<file path="src/rtl/ahb_slave_mem.sv">
// AHB-Lite word-access memory responder with programmable wait states and a
// two-cycle ERROR response for addresses outside its window.
module ahb_slave_mem #(
  parameter logic [31:0] BASE_ADDR   = 32'h8000_0000,
  parameter int unsigned ADDR_W      = 4,
  parameter int unsigned WAIT_STATES = 0
) (
  input  logic        HCLK,
  input  logic        HRESET,
  input  logic [1:0]  HTRANS,
  input  logic [31:0] HADDR,
  input  logic        HWRITE,
  input  logic        HREADYin,
  input  logic [31:0] HWDATA,
  output logic [31:0] HRDATA,
  output logic [1:0]  HRESP,
  output logic        HREADY_OUT
);

  localparam int unsigned DEPTH     = 2 ** ADDR_W;
  localparam logic [2:0]  WAIT_LOAD = (WAIT_STATES > 0) ? 3'(WAIT_STATES - 1) : 3'd0;

  typedef enum logic [2:0] {
    S_IDLE,
    S_WAIT,
    S_DATA,
    S_ERR1,
    S_ERR2
  } state_t;

  state_t              state;
  state_t              state_nxt;
  logic [2:0]          cnt;
  logic [2:0]          cnt_nxt;
  logic                wr_q;
  logic [ADDR_W-1:0]   idx_q;
  logic [31:0]         mem [DEPTH];
  logic                accept;
  logic                in_win;

  // Byte-lane bits and the SEQ/NONSEQ distinction play no part in decoding.
  logic unused_bits;
  assign unused_bits = ^{HADDR[1:0], HTRANS[0]};

  assign in_win = (HADDR[31:ADDR_W+2] == BASE_ADDR[31:ADDR_W+2]);

  always_comb begin
    state_nxt  = state;
    cnt_nxt    = cnt;
    HREADY_OUT = 1'b1;
    HRESP      = 2'b00;
    HRDATA     = '0;
    accept     = 1'b0;

    case (state)
      S_IDLE: state_nxt = S_IDLE;
      S_WAIT: begin
        HREADY_OUT = 1'b0;
        if (cnt == 3'd0) state_nxt = S_DATA;
        else             cnt_nxt   = cnt - 3'd1;
      end
      S_DATA: begin
        if (!wr_q) HRDATA = mem[idx_q];
        state_nxt = S_IDLE;
      end
      S_ERR1: begin
        HREADY_OUT = 1'b0;
        HRESP      = 2'b01;
        state_nxt  = S_ERR2;
      end
      S_ERR2: begin
        HRESP     = 2'b01;
        state_nxt = S_IDLE;
      end
      default: state_nxt = S_IDLE;
    endcase

    // Acceptance is only possible while HREADY_OUT is high (IDLE, DATA, ERR2),
    // so it overrides the default return to IDLE chosen above.
    accept = HREADYin && HREADY_OUT && HTRANS[1];
    if (accept) begin
      if (!in_win) begin
        state_nxt = S_ERR1;
      end else if (WAIT_STATES == 0) begin
        state_nxt = S_DATA;
      end else begin
        state_nxt = S_WAIT;
        cnt_nxt   = WAIT_LOAD;
      end
    end
  end

  always_ff @(posedge HCLK or posedge HRESET) begin
    if (HRESET) begin
      state <= S_IDLE;
      cnt   <= '0;
      wr_q  <= 1'b0;
      idx_q <= '0;
      for (int unsigned i = 0; i < DEPTH; i++) mem[i] <= '0;
    end else begin
      state <= state_nxt;
      cnt   <= cnt_nxt;
      if (state == S_DATA && wr_q) mem[idx_q] <= HWDATA;
      if (accept) begin
        wr_q  <= HWRITE;
        idx_q <= HADDR[ADDR_W+1:2];
      end
    end
  end

endmodule

</file>
<file path="config.mk">
export PLATFORM = sky130hd
export DESIGN_NAME = ahb_slave_mem
export DESIGN_NICKNAME = d
export VERILOG_FILES = /design/src/rtl/ahb_slave_mem.sv
export SDC_FILE = /design/constraint.sdc
export NUM_CORES = 1
export LEC_CHECK = 0
export ABC_CLOCK_PERIOD_IN_PS = 38400
export BUFFER_PORTS_ARGS = -buffer_cell sky130_fd_sc_hd__buf_2
export CORE_ASPECT_RATIO = 0.6
export CORE_MARGIN = 2
export CORE_UTILIZATION = 63
export CTS_BUF_LIST = sky130_fd_sc_hd__clkbuf_8
export DETAILED_ROUTE_END_ITERATION = 6
export PLACE_DENSITY = 0.9
export SLEW_MARGIN = 30
export SYNTH_ARGS = -nofsm -noshare
export SYNTH_HDL_FRONTEND = slang
export SYNTH_SLANG_ARGS = --single-unit
export TNS_END_PERCENT = 1
</file>
<file path="constraint.sdc">
create_clock -name HCLK -period 38.4 [get_ports HCLK]
set_input_delay 5.76 -clock HCLK [delete_from_list [all_inputs] [get_ports HCLK]]
set_output_delay 5.76 -clock HCLK [all_outputs]
set_load 0.02 [all_outputs]
</file>
### After elaboration in Yosys (flattened, before gate mapping)

Index checks and enable logic that the tools add are counted.

* flip-flop bits (word level): 523
* logic and storage cells: 53
* output and inout port bits: 35

* eq/ne operators: 6
* magnitude comparators: 2
* muxes and demuxes: 14
* $add $sub $neg: 1
* reductions and logical operators: 8
* bitwise operators: 2

Operator list (count)
* bitwise mux 512 bit: 1
* two-way mux 32 bit: 5
* binary-select mux 32 bit (select 4 bit): 1
* demux 32 bit (select 4 bit): 1
* == test 26 bit, second input constant: 1
* == test 3 x 2 -> 1 bit, second input constant: 2
* two-way mux 3 bit: 2
* case mux 3 bit (2 select lines): 1
* >= comparator 5 bit, second input constant: 1
* < comparator 5 x 1 -> 1 bit, second input constant: 1
* NOT 4 -> 5 bit: 1
* logical AND 1 bit: 4
* OR reduction 2 bit: 2
* == test 3 x 1 -> 1 bit, second input constant: 1
* == test 3 bit, second input constant: 1
* zero test 3 bit: 1
* two-way mux 1 bit: 3
* inequality test 3 bit, second input constant: 1
* subtractor 3 x 1 -> 3 bit, second input constant: 1
* AND reduction 2 bit: 1
* NOT 1 bit: 1

### Longest topological paths before layout

Gate-level depths: netlist of the first run.

* word-level depth: 6
* depth in mapped cells: 7

### Worst setup path before layout of the first run

No wires, ideal clock.

* kind: register -> output
* from: register idx_q[0]
* to: output port HRDATA[10]
* arrival: 2024 ps
* required time: 32640 ps
* setup slack: 30616 ps
* path buffers: 3
* stages on the path, launching flop included: 6
* cells stage by stage: dfrtp_1 buf_2 buf_2 buf_2 mux4_2 a221o_1

* cells in the longest elaborated chain, start to end: 6

RTL lines
* start, declared: RTL line 36 `logic [ADDR_W-1:0] idx_q;`
* start signal, assigned: RTL line 106 `idx_q <= HADDR[ADDR_W+1:2];`
* NOT 4 -> 5 bit (implied by the code): RTL line 63 `if (!wr_q) HRDATA = mem[idx_q];`
* binary-select mux 32 bit (select 4 bit): RTL line 63
* two-way mux 32 bit (implied by the code) (2 in series): RTL line 63
* two-way mux 32 bit: RTL line 63
* two-way mux 32 bit: RTL line 55 `case (state)`
* end, declared: RTL line 15 `output logic [31:0] HRDATA,`

Every way passes these cells. The select of a mux whose other input is x is not followed.

### Worst setup path after layout of the first run

* from: register idx_q[0]
* to: output port HRDATA[27]

Same word-level chain as after synthesis.

==> results summary, run 1 <==
For this design the static power due to leakage is 11.57 nW. The pin count of the biggest net entering global routing came out at 183. For this run, design rule violations remaining after detail routing come to 0. The portion of the clock cycle consumed by the worst path in the final layout is 0.2596.

The worst hold path endpoint is mem[56]$_DFFE_PP0P_. The headroom to the max-slew limit came out at 0.3405. The mapped netlist covers 23730 um2.

By startpoint and endpoint, the worst setup path is classified as flip-flop to output port. The hold path depth is 1. The area growth from synthesis to layout is 9.883%. The flow ran to the end, and the final reports show no timing, DRC or antenna violations.

The startpoint identified for the worst register-to-register timing path is idx_q[0]$_DFFE_PP0P_. The die outline width is 254.5 um. The violation count after the first detailed-route iteration is 1137. The total power of the final layout is 0.001671 W. The met3 track utilization from global routing came out at 0.05638. The number of cells upsized or downsized after cts is 0. The sequential share of the synthesized area came out at 0.5516. The number of different library cells in the post-synthesis netlist is 34.

VDD sags by at most 0.03820 mV. The number of routed nets with antenna violations came out at 0. No sink is reached through more buffers than the 3 on the longest clock path. By area the synthesized netlist is led by dfrtp_1 (55%), mux2_2 (25%), mux4_2 (12%). The number of antenna violations at the first check in global routing came to 1. The region available for standard cell placement spans 36690 um2. The number of synthesized flops with an enable pin came out at 0. The root cell of the clock tree is clkbuf_8.

The number of standard-cell rows in the floorplan is 54. The die height came out at 154.3 um. CTS built an H-tree with a depth of 3. The global placer's final weighted congestion came out at 0.7259. Dividing total power by cell area gives a power density of 64.09 nW/um2. The number of synthesized register bits came out at 523.

After detailed routing, the number of vias per cell comes to 6.381. The final wirelength is 53880 um. The antenna cell count came out at 0. The setup violation total in the final timing report is 0. The clock-pin slew reported for the worst setup and hold paths after clock tree synthesis is 0.07 ns. The via total after detailed routing came out at 13.30k. The met1 global-route usage came out at 0.4210. The register-to-register setup slack is 34.38 ns. The endpoint arrival time on the critical path is 4.21 ns.

The maximum net fanout on the critical path is 39. The share of synthesized registers carrying an async set or reset is 1.000. The number of synthesis warnings came out at 0. The number of failing hold endpoints at the final stage came out at 0. The average size of a mapped cell came out at 16.28 um2. The number of nets handed over by synthesis was 1529.

Setup repair after global routing left no endpoint under its margin. The startpoint identified for the worst hold timing path is mem[56]$_DFFE_PP0P_. The share of cells above drive strength 1 is 0.5778.

The max-capacitance violation count is 0. The fraction of met2 tracks used by global routing is 0.4449. The final-stage net count is 1599. By count the netlist is led by mux2_2 (528), dfrtp_1 (523), mux4_2 (128). The final-layout worst hold slack is 0.4825 ns.

The worst register-to-register path has a depth of 6. The clock skew came out at 0.02531 ns. The worst setup path is launched from a flip-flop.

The path class of the tightest hold or removal check is flip-flop to flip-flop. The critical path data required time is 32.64 ns. The count of pins over their slew limit is 0.

The number of buffers created by CTS is 73. After clock tree synthesis, the setup repair step added 0 buffers. The count of port buffers added during placement came out at 100.

In the final routed layout, each cell accounts on average for 25.85 um. The first detailed-routing pass ran for 5 iterations. The clock sink count came out at 523. The synthesized instance count is 1457. The final HPWL from detailed placement came out at 29810 um.

For this run, the share of the core covered by cells in the final layout is 0.7106. The global-route usage over all layers came out at 0.2880. For the pin with the worst max-slew slack, the measured transition is 0.9893 ns.

The end of the worst register-to-register path is mem[227]$_DFFE_PP0P_. The upper clock frequency limit came out at 0.1003 GHz. For this run, the leading register cell type out of synthesis is dfrtp_1. The later-pin clock latency in the skew report is 0.66 ns.

The global-route wire length before repair is 85210 um. Summed over all layers, the global routing overflow is 0. In this run the count of I/O pins placed on the die edge is 105. The TritonCTS clock tree is built. The final critical path time including I/O delays and setup is 9.970 ns. STA classifies the critical path endpoint as an output port. The proportion of netlist area held by the largest area contributor is 0.5516. The floorplan die area is 39280 um2. For this configuration, the core starts out at a cell density of 0.6467. The number of global-route vias before repair is 14.58k. Among all cell types in the netlist, the one instantiated most often is mux2_2.

The final-layout setup total negative slack is 0 ns. met2 is the most crowded layer. Summed over all instances, the cell type with the most area after synthesis is dfrtp_1.

The hold buffer count at CTS is 0.
[state kept, by name, indices dropped and copies added (netlist names)]
name and cells:
cnt 3, idx_q 4, mem 512, state 3
wr_q 1
[kinds of logic (layout without fill, tap and decap cells)]
family | Yosys count | after routing | synth area share
multiplexers | 677 | 677 | 0.3821
flip-flops | 523 | 523 | 0.5516
buffers and inverters | 135 | 258 | 0.02811
AND/OR/NAND/NOR | 81 | 81 | 0.02183
AO/OA/AOI/OAI | 37 | 37 | 0.01477
adder cells (fa/ha/maj) | 2 | 2 | 0.001055
other | 1 | 1 | 0.0001581
XOR/XNOR | 1 | 1 | 0.0003692
[layer usage]
metal / vias to the layer above / part of all wire
li1: 5601 / -
met1: 7194 / 0.44
met2: 403 / 0.48
met3: 99 / 0.062
met4: 2 / 0.021
met5: - / 0.00024
[worst max-delay path: stages, from the launching register on]
cell,delay [ns]
dfrtp_4,0.70
buf_4,0.69
buf_4,0.72
mux4_2,0.60
mux2_2,0.28
a221o_1,0.32
buf_2,0.18
[power by group]
part / switching, W / internal, W
clock: 0.000213 / 0.000244
combinational: 0.000136 / 0.000256
sequential: 0.0000949 / 0.000726
total: 0.000445 / 0.00123
[cell type report]
type,count,area (um2)
sequential,523,13100
fill,2272,10620
tap,504,630.6
clock buffer,89,1225
inverter,5,31.28
clock inverter,39,314.1
multi-input combinational,799,10040
timing repair buffer,125,728.2
[layout by cell type (no fill, tap or decap), drive strengths merged]
cell type | Yosys | layout
clkbuf | 60 | 89
ha | 2 | 2
a21o | 2 | 2
nor3b | 4 | 4
a221o | 32 | 32
o21ai | 3 | 3
nor2 | 6 | 6
or3 | 1 | 1
nor4b | 2 | 2
nor4 | 5 | 5
nand2 | 14 | 14
and3 | 3 | 3
mux2 | 549 | 549
nand2b | 1 | 1
dfrtp | 523 | 523
clkinv | 0 | 8
inv | 5 | 27
nand4bb | 1 | 1
nand3b | 1 | 1
bufinv | 0 | 5
nand3 | 2 | 2
nor2b | 36 | 36
clkinvlp | 0 | 4
mux4 | 128 | 128
nor3 | 3 | 3
or2 | 1 | 1
buf | 70 | 125
nand4 | 1 | 1
xnor2 | 1 | 1
conb | 1 | 1
[per-stage QoR]
step                cell area (um2)  std cells  setup WS (ns)
CTS                           26030       2083          28.33
global placement              24470       1955          29.09
floorplan                     23730       1457          18.03
global route                  26070       2084          28.20
finish                        26070       2084          28.43
detailed placement            24490       1955          29.04
[worst max-delay path by stage]
| stage | cells after the start | slack (ns) | from | endpoint |
|---|---|---|---|---|
| floorplan | 1 | 18.03 | HRESET | cnt[0]$_DFFE_PP0P_ |
| detailed placement | 6 | 29.04 | idx_q[0]$_DFFE_PP0P_ | HRDATA[27] |
| CTS | 6 | 28.33 | idx_q[0]$_DFFE_PP0P_ | HRDATA[22] |
| global placement | 6 | 29.09 | idx_q[0]$_DFFE_PP0P_ | HRDATA[22] |
| finish | 6 | 28.43 | idx_q[0]$_DFFE_PP0P_ | HRDATA[27] |
| global route | 6 | 28.20 | idx_q[0]$_DFFE_PP0P_ | HRDATA[27] |
Note: power is estimated with default switching activity, not from simulation.
==> run 2: changes to the inputs <==
Settings changed: ABC_CLOCK_PERIOD_IN_PS 38400 to 9730.
Clock period 38.4 ns to 9.73 ns, I/O delays scaled along.
==> results summary, run 2 (synthesized netlist as in run 1, its figures left out) <==
The flow ran to the end, and the final reports show no timing, DRC or antenna violations. The initial core utilization came out at 0.6467 (unchanged). The fill cell total of the finished layout came out at 2250 (-0.97%). The share of cells above drive strength 1 is 0.5794 (+0.001597). The max-capacitance violation count is 0 (unchanged). The pin count of the biggest net entering global routing is 169 (-7.7%). The area of the core region is 36690 um2 (unchanged). The global placer's final weighted congestion is 0.7181 (-1.1%). The portion of the clock cycle consumed by the worst path in the final layout came out at 0.5279. The floorplan die area came out at 39280 um2 (unchanged). The critical path class is flip-flop to output port. The number of flip-flops under the largest register name came out at 512 (unchanged).

The TritonCTS clock tree is built. The average via count per standard cell is 6.380 (about the same). The clock-pin slew reported for the worst setup and hold paths after clock tree synthesis is 0.07 ns (about the same). The H-tree depth is 3 (unchanged).

The count of pins over their slew limit came out at 0 (unchanged). The average wire per cell in the routed design is 26.17 um (+1.2%). The critical path startpoint category is a flip-flop.

The boundary pin count came out at 105 (unchanged). The root cell of the clock tree is clkbuf_8. The number of failing hold endpoints at the final stage was 0 (unchanged). The area of all placed cells without fillers came out at 26140 um2 (+0.26%). The number of setup buffers added after CTS is 0 (unchanged). The setup violation total in the final timing report is 0 (unchanged). The clock tree buffer depth came out at 3 (unchanged). The met3 track utilization from global routing is 0.06311 (+0.006732). The number of standard-cell rows in the floorplan is 54 (unchanged). The cell area reported after detailed placement came out at 24520 um2 (+0.11%). The min-delay analysis places its worst path in the category flip-flop to flip-flop. The count of port buffers added during placement came out at 100 (unchanged). The final HPWL from detailed placement is 30920 um (+3.7%). The final wirelength came out at 54730 um (+1.6%). The endpoint arrival time on the critical path is 3.68 ns (-0.53 ns). The leakage power figure was 11.59 nW (+0.16%). The number of global-route vias before repair is 14.79k (+1.4%).

The slew at the pin closest to its max-slew limit is 0.9821 ns (-0.007166 ns). Setup repair after global routing left no endpoint under its margin. The die outline width is 254.5 um (unchanged). The worst IR drop on VDD came to 0.1853 mV (+390%).

The final-stage net count is 1602 (+0.19%). The total global routing overflow was 0 (unchanged). The global-route wire length before repair is 85950 um (+0.87%). The final-layout worst hold slack is 0.4892 ns (+0.006754 ns).

The later-pin clock latency in the skew report came out at 0.65 ns (about the same). The critical path data required time came out at 8.27 ns (-24.37 ns). The power density of the placed cells came out at 253.3 nW/um2 (+300%). The first-pass iteration count of the detailed router came out at 5 (unchanged). The final-layout setup total negative slack came out at 0 ns (unchanged). The multi-input logic area came to 10040 um2 (about the same). The sequential share of power came out at 0.491 (about the same). The maximum net fanout on the critical path came out at 41 (+5.1%). The number of cells upsized or downsized after cts is 0 (unchanged).

The part of the total power dissipated in combinational logic was 0.234 (about the same). The worst setup path is captured at an output port. The hold buffer count at CTS is 0 (unchanged).

In the final layout, the registers with the most flip-flops are mem x512, idx_q x4. The number of antenna violations at the first check in global routing came out at 3 (+2). The met1 global-route usage was 0.4231 (+0.002113). The fraction of met2 tracks used by global routing was 0.4492 (+0.004282). The final critical path time including I/O delays and setup came out at 5.136 ns. The total power of the final layout is 0.006622 W (+300%). The clock sink count is 523 (unchanged). The cell internal power dissipation came out at 0.004842 W (+290%).

The clock network power share came out at 0.275 (about the same). The relative area change from synthesis to final layout is 10.17%. The switching power share of the total is 0.2688 (+0.002727). The die height was 154.3 um (unchanged). The number of routed nets with antenna violations came to 0 (unchanged). The most flop-heavy register is mem.

The number of buffers created by CTS is 76 (+4.1%). The headroom to the max-slew limit is 0.3453 (+0.004777). The violation count after the first detailed-route iteration is 1109 (-2.5%). The via total after detailed routing came out at 13.34k (+0.31%). The clock skew is 0.03455 ns (+0.009234 ns). Leaving out fill and tap cells, the most frequent cells in the layout are mux2_2 (528), dfrtp_1 (520), mux4_2 (128), buf_2 (100), clkbuf_8 (98). The global-route usage over all layers is 0.2924 (+0.004400). Leaving out fill and tap cells, the most frequent cell in the layout is mux2_2.

The net switching power figure came out at 0.001780 W (+300%). The global routing stage identified its most utilized layer as met2. The total DRC errors in the routed layout came out at 0 (unchanged). The final cell utilization of the core came to 0.7124 (+0.001841). The upper clock frequency limit came out at 0.1947 GHz. The sequential cell area came out at 13100 um2 (unchanged).
[run 2: changes by cell type in the layout (fill, tap and decap cells not counted), sizes merged]
cell / delta
inv: +1
bufinv: -3
clkinv: -1
diode: +1
clkbuf: +9
[run 2: area by class of cell]
cell class | instances | area share
sequential | 523 | 0.5011
timing repair buffer | 125 | 0.02896
clock inverter | 36 | 0.009047
clock buffer | 98 | 0.05160
inverter | 5 | 0.0008617
tap | 504 | 0.02413
multi-input combinational | 799 | 0.3843
antenna | 1 | 0.00009574
[run 2: path summary, 6_finish.rpt]
| check | slack (ns) | to | start | cells past startpoint |
|---|---|---|---|---|
| setup / recovery | 4.59 | HRDATA[20] | idx_q[0]$_DFFE_PP0P_ | 5 |
| hold reg to reg | 0.49 | mem[86]$_DFFE_PP0P_ | mem[86]$_DFFE_PP0P_ | 1 |
| hold / removal | 0.49 | mem[86]$_DFFE_PP0P_ | mem[86]$_DFFE_PP0P_ | 1 |
| max in group asynchronous | 6.78 | mem[275]$_DFFE_PP0P_ | HRESET | 5 |
| setup reg to reg | 6.40 | mem[30]$_DFFE_PP0P_ | idx_q[1]$_DFFE_PP0P_ | 5 |
| min in group asynchronous | 0.90 | mem[377]$_DFFE_PP0P_ | HRESET | 2 |
[run 2: worst max-delay path: stages, from the launching register on]
cell	delay, ns
dfrtp_4	0.79
buf_4	0.75
mux4_2	0.59
mux2_2	0.28
a221o_1	0.37
buf_2	0.19
[run 2: power by group through the flow]
stage	clock [W]	combinational [W]	sequential (W)
final	0.00182	0.00155	0.00325
after global routing	0.00195	0.00167	0.00332
after CTS	0.00184	0.00156	0.00324
after detailed placement	0	0.00156	0.00327
after global placement	0	0.00146	0.00320
after floorplan	0	0.00133	0.00311
[run 2: stage by stage]
| stage | instances | setup slack (ns) |
|---|---|---|
| final | 2091 | 4.594 |
| after global routing | 2090 | 4.379 |
| after CTS | 2089 | 4.416 |
| after detailed placement | 1955 | 5.135 |
| after global placement | 1954 | 4.800 |
| after floorplan | 1457 | 1.164 |
[run 2: per-layer routing]
| layer | wire length [um] | vias up |
|---|---|---|
| met5 | 16 | - |
| met4 | 1228 | 2 |
| met3 | 3513 | 109 |
| met2 | 25610 | 382 |
| met1 | 24360 | 7244 |
| li1 | - | 5603 |
